[config.mk]
export PLATFORM = sky130hd
export DESIGN_NAME = digit_decode_drive
export DESIGN_NICKNAME = d
export VERILOG_FILES = /design/src/rtl/digit_decode_drive_pkg.sv /design/src/rtl/digit_decode_drive_bcd_to_seg.sv /design/src/rtl/digit_decode_drive.sv
export SDC_FILE = /design/constraint.sdc
export NUM_CORES = 1
export LEC_CHECK = 0
export BUFFER_PORTS_ARGS = -buffer_cell sky130_fd_sc_hd__buf_2
export CAP_MARGIN = 20
export CORE_ASPECT_RATIO = 1.4
export CORE_MARGIN = 2
export CORE_UTILIZATION = 52
export CTS_CLUSTER_SIZE = 24
export DETAILED_ROUTE_END_ITERATION = 12
export PLACE_DENSITY = 0.75
export SETUP_SLACK_MARGIN = 0.5
export SYNTH_ARGS = -nofsm -noshare
export SYNTH_HDL_FRONTEND = slang
export SYNTH_HIERARCHICAL = 1
export SYNTH_SLANG_ARGS = --single-unit
[constraint.sdc]
create_clock -name CLK -period 1.94 [get_ports CLK]
set_input_delay 0.388 -clock CLK [delete_from_list [all_inputs] [get_ports CLK]]
set_output_delay 0.388 -clock CLK [all_outputs]
set_load 0.02 [all_outputs]
[src/rtl/digit_decode_drive_pkg.sv]
// Shared constants for the digit decoder: 7-segment patterns (active-high,
// {dp,g,f,e,d,c,b,a}), the conversion FSM states and small helpers.
package digit_decode_drive_pkg;

  typedef enum logic [1:0] {
    IDLE  = 2'd0,
    SHIFT = 2'd1,
    DONE  = 2'd2
  } state_t;

  localparam logic [7:0] SEG_0    = 8'h3F;
  localparam logic [7:0] SEG_1    = 8'h06;
  localparam logic [7:0] SEG_2    = 8'h5B;
  localparam logic [7:0] SEG_3    = 8'h4F;
  localparam logic [7:0] SEG_4    = 8'h66;
  localparam logic [7:0] SEG_5    = 8'h6D;
  localparam logic [7:0] SEG_6    = 8'h7D;
  localparam logic [7:0] SEG_7    = 8'h07;
  localparam logic [7:0] SEG_8    = 8'h7F;
  localparam logic [7:0] SEG_9    = 8'h6F;
  localparam logic [7:0] SEG_OFF  = 8'h00;
  localparam logic [7:0] SEG_DASH = 8'h40;

  // Non-decimal nibbles render as an unlit digit.
  function automatic logic [7:0] digit_pattern(input logic [3:0] nib);
    logic [7:0] pat;
    case (nib)
      4'd0:    pat = SEG_0;
      4'd1:    pat = SEG_1;
      4'd2:    pat = SEG_2;
      4'd3:    pat = SEG_3;
      4'd4:    pat = SEG_4;
      4'd5:    pat = SEG_5;
      4'd6:    pat = SEG_6;
      4'd7:    pat = SEG_7;
      4'd8:    pat = SEG_8;
      4'd9:    pat = SEG_9;
      default: pat = SEG_OFF;
    endcase
    return pat;
  endfunction

  // Double-dabble correction applied to each BCD nibble before the shift.
  function automatic logic [3:0] add3_ge5(input logic [3:0] nib);
    return (nib >= 4'd5) ? nib + 4'd3 : nib;
  endfunction

endpackage

[src/rtl/digit_decode_drive_bcd_to_seg.sv]
// Combinational nibble-to-segment decoder. Output is active-high; the caller
// applies display polarity and registering.
module bcd_to_seg
  import digit_decode_drive_pkg::*;
(
  input  logic [3:0] nibble,
  input  logic       blank,
  input  logic       dash,
  output logic [7:0] seg
);

  // Dash takes priority so an overflowed display never goes dark.
  always_comb begin
    seg = digit_pattern(nibble);
    if (dash) begin
      seg = SEG_DASH;
    end else if (blank) begin
      seg = SEG_OFF;
    end
  end

endmodule

[src/rtl/digit_decode_drive.sv]
// Binary-to-BCD converter (sequential double-dabble) with latched ones/tens
// digits and a registered, column-multiplexed 7-segment drive.
module digit_decode_drive
  import digit_decode_drive_pkg::*;
#(
  parameter int WIDTH          = 8,
  parameter bit SEG_ACTIVE_LOW = 1'b1,
  parameter bit BLANK_LZ       = 1'b1
) (
  input  logic             CLK,
  input  logic             RST,
  input  logic [WIDTH-1:0] Number_In,
  input  logic             Load,
  input  logic [1:0]       Col_Scan_Sig,
  output logic [7:0]       Row_Scan_Sig,
  output logic             Busy,
  output logic             Ovf,
  output state_t           state_dbg
);

  // Handshake: Load is a single-cycle request, accepted only while Busy is low;
  // a Load seen while Busy is high is dropped, never queued.

  localparam int              CW       = (WIDTH > 1) ? $clog2(WIDTH) : 1;
  localparam logic [CW-1:0]   CNT_LAST = CW'(WIDTH - 1);
  localparam logic [7:0]      ROW_OFF  = SEG_ACTIVE_LOW ? ~SEG_OFF : SEG_OFF;

  state_t           state_q, state_next;
  logic [WIDTH-1:0] bin_q;
  logic [11:0]      bcd_q;
  logic [CW-1:0]    cnt_q;
  logic [3:0]       ones_q, tens_q;
  logic             ovf_q;
  logic [7:0]       seg_q;

  logic [7:0]       bcd_lo_adj;
  logic [2:0]       hun_adj;
  logic [3:0]       mux_nib;
  logic             mux_blank, mux_dash;
  logic [7:0]       mux_pat;

  always_ff @(posedge CLK) begin
    if (RST) begin
      state_q <= IDLE;
    end else begin
      state_q <= state_next;
    end
  end

  always_comb begin
    state_next = state_q;
    case (state_q)
      IDLE:    if (Load) state_next = SHIFT;
      SHIFT:   if (cnt_q == CNT_LAST) state_next = DONE;
      DONE:    state_next = IDLE;
      default: state_next = IDLE;
    endcase
  end

  // The hundreds bit 3 is shifted out and lost, so only its low 3 bits are kept.
  always_comb begin
    bcd_lo_adj = {add3_ge5(bcd_q[7:4]), add3_ge5(bcd_q[3:0])};
    hun_adj    = (bcd_q[11:8] >= 4'd5) ? bcd_q[10:8] + 3'd3 : bcd_q[10:8];
  end

  always_ff @(posedge CLK) begin
    if (RST) begin
      bin_q  <= '0;
      bcd_q  <= '0;
      cnt_q  <= '0;
      ones_q <= 4'd0;
      tens_q <= 4'd0;
      ovf_q  <= 1'b0;
    end else begin
      case (state_q)
        IDLE: begin
          if (Load) begin
            bin_q <= Number_In;
            bcd_q <= '0;
            cnt_q <= '0;
          end
        end
        SHIFT: begin
          bcd_q <= {hun_adj, bcd_lo_adj, bin_q[WIDTH-1]};
          bin_q <= {bin_q[WIDTH-2:0], 1'b0};
          cnt_q <= cnt_q + 1'b1;
        end
        DONE: begin
          ones_q <= bcd_q[3:0];
          tens_q <= bcd_q[7:4];
          ovf_q  <= (bcd_q[11:8] != 4'd0);
        end
        default: ;
      endcase
    end
  end

  // Column mux: 2'b10 = ones, 2'b01 = tens, anything else blanks the bus.
  always_comb begin
    mux_nib   = ones_q;
    mux_blank = 1'b1;
    mux_dash  = 1'b0;
    case (Col_Scan_Sig)
      2'b10: begin
        mux_nib   = ones_q;
        mux_blank = 1'b0;
        mux_dash  = ovf_q;
      end
      2'b01: begin
        mux_nib   = tens_q;
        mux_blank = BLANK_LZ && (tens_q == 4'd0) && !ovf_q;
        mux_dash  = ovf_q;
      end
      default: ;
    endcase
  end

  bcd_to_seg u_bcd_to_seg (
    .nibble (mux_nib),
    .blank  (mux_blank),
    .dash   (mux_dash),
    .seg    (mux_pat)
  );

  always_ff @(posedge CLK) begin
    if (RST) begin
      seg_q <= ROW_OFF;
    end else begin
      seg_q <= SEG_ACTIVE_LOW ? ~mux_pat : mux_pat;
    end
  end

  assign Row_Scan_Sig = seg_q;
  assign Busy         = (state_q != IDLE);
  assign Ovf          = ovf_q;
  assign state_dbg    = state_q;

endmodule

# After elaboration in Yosys (flattened, before gate mapping)
# Memory sizes are Yosys's and may differ from the RTL's.
# Index checks and enable logic that the tools add are counted.
# classes
bitwise_logic	1
n_eq_ne	7
n_mux	17
magnitude_cmp	3
addsub	4
n_reduce_logical	10
# op_table
op	n
8-bit two-way mux	3
12-bit one-hot mux with 2 select lines	1
8-bit one-hot mux with 2 select lines	1
4-bit by 3-bit greater-or-equal comparator with 1-bit output, second input constant	3
12-bit two-way mux	1
4-bit two-way mux	3
4-bit by 2-bit adder with 4-bit output, second input constant	2
8-bit NOT	1
3-bit two-way mux	2
3-bit one-hot mux with 2 select lines	1
2-bit by 1-bit equality test with 1-bit output, second input constant	2
2-bit equality test, second input constant	2
4-bit zero test	1
2-bit two-way mux	2
2-bit inequality test, second input constant	2
2-bit one-hot mux with 2 select lines	1
2-bit AND reduction	2
2-bit nonzero test	2
4-bit nonzero test	1
3-bit by 1-bit adder with 3-bit output, second input constant	1
3-bit by 2-bit adder with 3-bit output, second input constant	1
3-bit equality test, second input constant	1
2-bit zero test	1
1-bit one-hot mux with 2 select lines	1
4 further kinds	4
# word_totals
n_memories	1
romBits	112
reg_bits	42
output_inout_bits	12
in_bits	13
wordCells	51
# memory_table
name	depth	word_bits	rd	rd_ports_with_merged_regs	write_ports	line_no	text
(name not given)	16	7	1	0	0	digit_decode_drive_pkg.sv:27	case (nib)

# Depth between registers and ports, before layout
# logic_depth
ltp_word	6
mapped_depth	8
depth_no_buf	8

# Cells and area by module
# The synthesis kept the hierarchy.
# by_module_without_submodules
mod	area_per_inst_um2	seq_area_each_um2	cells_each	instances
digit_decode_drive	1841.8	840.8	206	1
bcd_to_seg	260.2	0.0	31	1

# Least setup slack after synthesis
# OpenSTA, ideal clock, no wires.
# synth_timing
path_type	input -> register
from	in Col_Scan_Sig[1]
to	reg seg_q[5] (netlist: Row_Scan_Sig[5])
t_arrival_ns	1.780
path_slack_ns	0.039
cell_stages	7
setup_time_ns	0.120
n_path_buf	0
required_time_ns	1.820
cell_sequence	inv_1 ha_1 mux2_2 ha_1 or2b_1 a311oi_2 nand2b_1
# synth_between
elab_chain_len	6
elab_cells_between_ends	10
cone_classes	eq/ne (2); mux (5); bitwise (1); reduce/logical (1); memory (1)
# synth_lines
element	line_no	text
start: declaration	digit_decode_drive.sv:14	input logic [1:0] Col_Scan_Sig,
2-bit by 1-bit equality test with 1-bit output	digit_decode_drive.sv:103	case (Col_Scan_Sig)
4-bit two-way mux	digit_decode_drive.sv:103	
net mux_nib[1]	digit_decode_drive.sv:38	logic [3:0] mux_nib;
memory 16 x 7 bit	--	
8-bit two-way mux	digit_decode_drive_bcd_to_seg.sv:17	end else if (blank) begin
8-bit two-way mux	digit_decode_drive_bcd_to_seg.sv:15	if (dash) begin
net mux_pat[5]	digit_decode_drive.sv:40	logic [7:0] mux_pat;
8-bit NOT	digit_decode_drive.sv:129	seg_q <= SEG_ACTIVE_LOW ? ~mux_pat : mux_pat;
end signal: assignment	digit_decode_drive.sv:129	
end: declaration	digit_decode_drive.sv:34	logic [7:0] seg_q;
# The timed path passes the listed nets, and every way through them passes these cells.
# A chain may end at the register's enable or synchronous reset.

# Worst setup path in the final report
# layout_timing
from	in Col_Scan_Sig[1]
to	reg seg_q[1] (netlist: Row_Scan_Sig[1])
# The elaborated chain is that of the path after synthesis.

==> run summary <==
The total of endpoints with negative setup slack in the final report came out at 0. The cell area after synthesis is 2100 um^2. The proportion of synthesized flip-flops having asynchronous set or reset is 0%. The synthesized instance count came out at 237. The highest achievable clock rate came out at 644 MHz. Clock tree synthesis selected as its root buffer the cell sky130_fd_sc_hd__clkbuf_8. The clock net sink count is 42. Cells with a size suffix above 1 make up 30.5% of the layout. The utilization after layout is 64.7%. The number of global-route vias before repair came to 1,752. Setup repair after global routing could not meet its margin everywhere. The library cell used most frequently in the layout, excluding fill and tap cells, is sky130_fd_sc_hd__dfxtp_1. The total wire length came out at 4.14 mm. The CTS tree is done.

The hold-fix buffer count after cts is 0. The min-delay analysis places its worst path in the category primary input to flop. The remaining antenna violation count came out at 0. The sequential element share of the synthesized area is 40.0%. The per-cell routed wire length is 13.3 um. The power share of the combinational group came out at 11.5%.

The proportion of power drawn by the clock network is 32.8%. After the first detailed-routing iteration, the DRC count stood at 59. The largest voltage drop on the vdd net is 0.000877 V. The area growth from synthesis to layout is 20.6%. The synthesized design contains 0 enable-type register cells.

The net count of the finished layout is 298. At the later pin of the worst-skew pair, clock insertion delay measures 0.29 ns. Measured in cells, the most critical reg-to-reg path has a length of 6.

The maximum number of pins on one net before global-route repair came out at 32. When the netlist entered floorplanning its net count stood at 266. The initial antenna violation count came out at 0.

The power density of the placed cells is 637 nW/um^2. The final weighted congestion of routability-driven global placement is 0.886. The half-perimeter wire length of the detailed placement result came out at 2.89 mm. The max-slew violation count is 0.

The leading register cell type out of synthesis is sky130_fd_sc_hd__dfxtp_1. The sequential share of power came out at 55.7%. 25 I/O pins were placed. After clock tree synthesis, the clock-pin slew on the worst setup and hold paths is 0.08 ns. The setup path with the least slack is of type primary input to flop. The internal power contribution came out at 1.21 mW. The critical path arrival came out at 1.74 ns. The worst hold path was traced through 2 stages. The run finished with clean final reports. For this run, the detailed router's first-pass iteration total came to 4. Dividing the detail-routed via count by the number of cells gives 5.38. The chip height came out at 79.2 um. Input and output buffers added on the ports amount to 24. The number of buffers created by CTS came out at 5. The die is 57.7 um wide. The flip-flop and latch count after synthesis is 42. The mean instance size in the synthesized netlist is 8.87 um^2. In the layout the commonest cells are 36 x sky130_fd_sc_hd__dfxtp_1, 32 x sky130_fd_sc_hd__nand2_1, 21 x sky130_fd_sc_hd__buf_2. The number of vias in the routed layout came out at 1,680. The die outline area came out at 4570 um^2. In the routed design, unresolved DRC markers number 0. The count of cell types in the netlist is 39. The number of buffers on the longest clock path is 2. After floorplanning, the core was divided into 27 placement rows. The cell leakage power is 1.04 nW. The overall overflow remaining after global route came out at 0. The hold violation count in the final report is 0. The largest fanout of any net on the critical path came out at 5. The proportion of total power due to net switching came out at 25.0%. The clock tree synthesis step divided the H-tree into 2 levels.

0 antenna diodes ended up in the layout. The final cycle utilization of the critical path came out at 80.0%. The final setup skew came out at 0.00711 ns. The starting density of the core came out at 53.6%. Global routing used 20.1% of the available tracks.

The reported net switching power is 0.403 mW. The number of synthesis warnings came out at 6. The time the worst path needs with I/O delays and setup came out at 1.55 ns. The first global-routing pass estimated 7.32 mm of wire. The startpoint class of the critical path is a primary input.

The required time of the critical path is 2.12 ns. The count of max-cap constraint violations came out at 0. The area of the core came out at 3920 um^2. The worst setup path is captured at a flop.

The worst slack on hold paths came out at 0.353 ns.
timing repair:
item / CTS / global route
pin swaps: 4 / 6
buffers inserted: 6 / 1
endpoints found under the hold margin: 0 / 0
endpoints found under the setup margin: 14 / 16
gates resized for setup: 17 / 14
flip-flops by register name, indices dropped and copies added, names as in the netlist:
signal        cells
tens_q            4
cnt_q             3
Ovf               1
Row_Scan_Sig      8
bcd_q            12
state_dbg         2
bin_q             8
ones_q            4
synth_stat cells (2+ instances only):
master	n	share of area (%)
sky130_fd_sc_hd__nand2b_1	14	4.2
sky130_fd_sc_hd__a311oi_1	7	2.9
sky130_fd_sc_hd__dfxtp_1	42	40
sky130_fd_sc_hd__nor3b_1	2	0.71
sky130_fd_sc_hd__nand3_1	4	0.95
sky130_fd_sc_hd__mux2i_1	4	1.9
sky130_fd_sc_hd__or2_1	3	0.89
sky130_fd_sc_hd__nor2b_1	2	0.60
sky130_fd_sc_hd__a22oi_1	3	1.1
sky130_fd_sc_hd__a22o_1	8	3.3
sky130_fd_sc_hd__a21oi_1	15	3.6
sky130_fd_sc_hd__o21ai_0	6	1.4
sky130_fd_sc_hd__xnor2_1	3	1.3
sky130_fd_sc_hd__buf_2	3	0.71
sky130_fd_sc_hd__a211oi_1	2	0.71
sky130_fd_sc_hd__mux2_2	4	2.1
sky130_fd_sc_hd__nand2_1	32	5.7
sky130_fd_sc_hd__xor2_1	3	1.3
sky130_fd_sc_hd__inv_1	12	2.1
sky130_fd_sc_hd__nor3_1	8	1.9
sky130_fd_sc_hd__buf_4	4	1.4
sky130_fd_sc_hd__ha_1	16	9.5
sky130_fd_sc_hd__clkbuf_1	5	0.89
sky130_fd_sc_hd__a311oi_2	2	1.4
sky130_fd_sc_hd__nor2_1	19	3.4
path summary, 6_finish.rpt:
check / from / endpoint / slack, ns
worst max-delay path: Col_Scan_Sig[1] / Row_Scan_Sig[1]$_SDFF_PP1_ / 0.39
worst min-delay path: RST / bcd_q[7]$_SDFFE_PP0P_ / 0.35
worst max register to register: tens_q[1]$_SDFFE_PP0N_ / Row_Scan_Sig[3]$_SDFF_PP1_ / 0.46
worst min register to register: ones_q[0]$_SDFFE_PP0N_ / ones_q[0]$_SDFFE_PP0N_ / 0.46
layer usage:
layer,share of wire [%],GRT usage [%]
met4,2.6,9.07
met3,4.0,4.72
met1,42,20.0
met2,52,38.2
met5,0,0
power by group through the flow:
stage | sequential (mW) | clock [mW] | combinational, mW
5_1_grt | 0.904 | 0.574 | 0.207
3_5_place_dp | 0.924 | 0 | 0.163
3_3_place_gp | 0.924 | 0 | 0.159
2_1_floorplan | 0.935 | 0 | 0.104
6_report | 0.900 | 0.529 | 0.185
4_1_cts | 0.900 | 0.539 | 0.180
logic make-up (layout without fill, tap and decap cells):
| logic type | Yosys count | after routing | share of synthesized area, % |
|---|---|---|---|
| buffers and inverters | 25 | 57 | 5.71 |
| flip-flops | 42 | 42 | 40.0 |
| multiplexers | 9 | 9 | 4.76 |
| other | 1 | 1 | 0.178 |
| AND/OR/NAND/NOR | 91 | 91 | 21.1 |
| adder cells (fa/ha/maj) | 16 | 16 | 9.52 |
| AO/OA/AOI/OAI | 47 | 47 | 16.3 |
| XOR/XNOR | 6 | 6 | 2.50 |
final cells by class:
type                       count  area [um^2]
clock buffer                   5         68.8
fill                         330         1380
sequential                    42          853
inverter                      12         57.6
multi-input combinational    170         1240
timing repair buffer          38          249
clock inverter                 2         10.0
tap                           43         53.8
stage by stage:
| stage | total power, mW | std cells | setup WS [ns] | setup TNS [ns] | instance area (um^2) |
|---|---|---|---|---|---|
| 2_1_floorplan | 1.04 | 237 | 0.236 | 0 | 2160 |
| 3_3_place_gp | 1.08 | 298 | 0.0285 | 0 | 2310 |
| 3_5_place_dp | 1.09 | 298 | -0.00676 | -0.0118 | 2310 |
| 4_1_cts | 1.62 | 311 | 0.377 | 0 | 2490 |
| 5_1_grt | 1.69 | 312 | 0.354 | 0 | 2530 |
| 6_report | 1.61 | 312 | 0.388 | 0 | 2530 |
worst max-delay path, cell delays in order:
cell and delay, ns:
sky130_fd_sc_hd__buf_12 0.11, sky130_fd_sc_hd__inv_12 0.04, sky130_fd_sc_hd__ha_4 0.14, sky130_fd_sc_hd__mux2_4 0.34
sky130_fd_sc_hd__inv_2 0.11, sky130_fd_sc_hd__ha_1 0.25, sky130_fd_sc_hd__nand2_1 0.11, sky130_fd_sc_hd__nor3b_2 0.18
sky130_fd_sc_hd__nand2b_1 0.07
No activity file was read; power rests on OpenSTA's default activity.
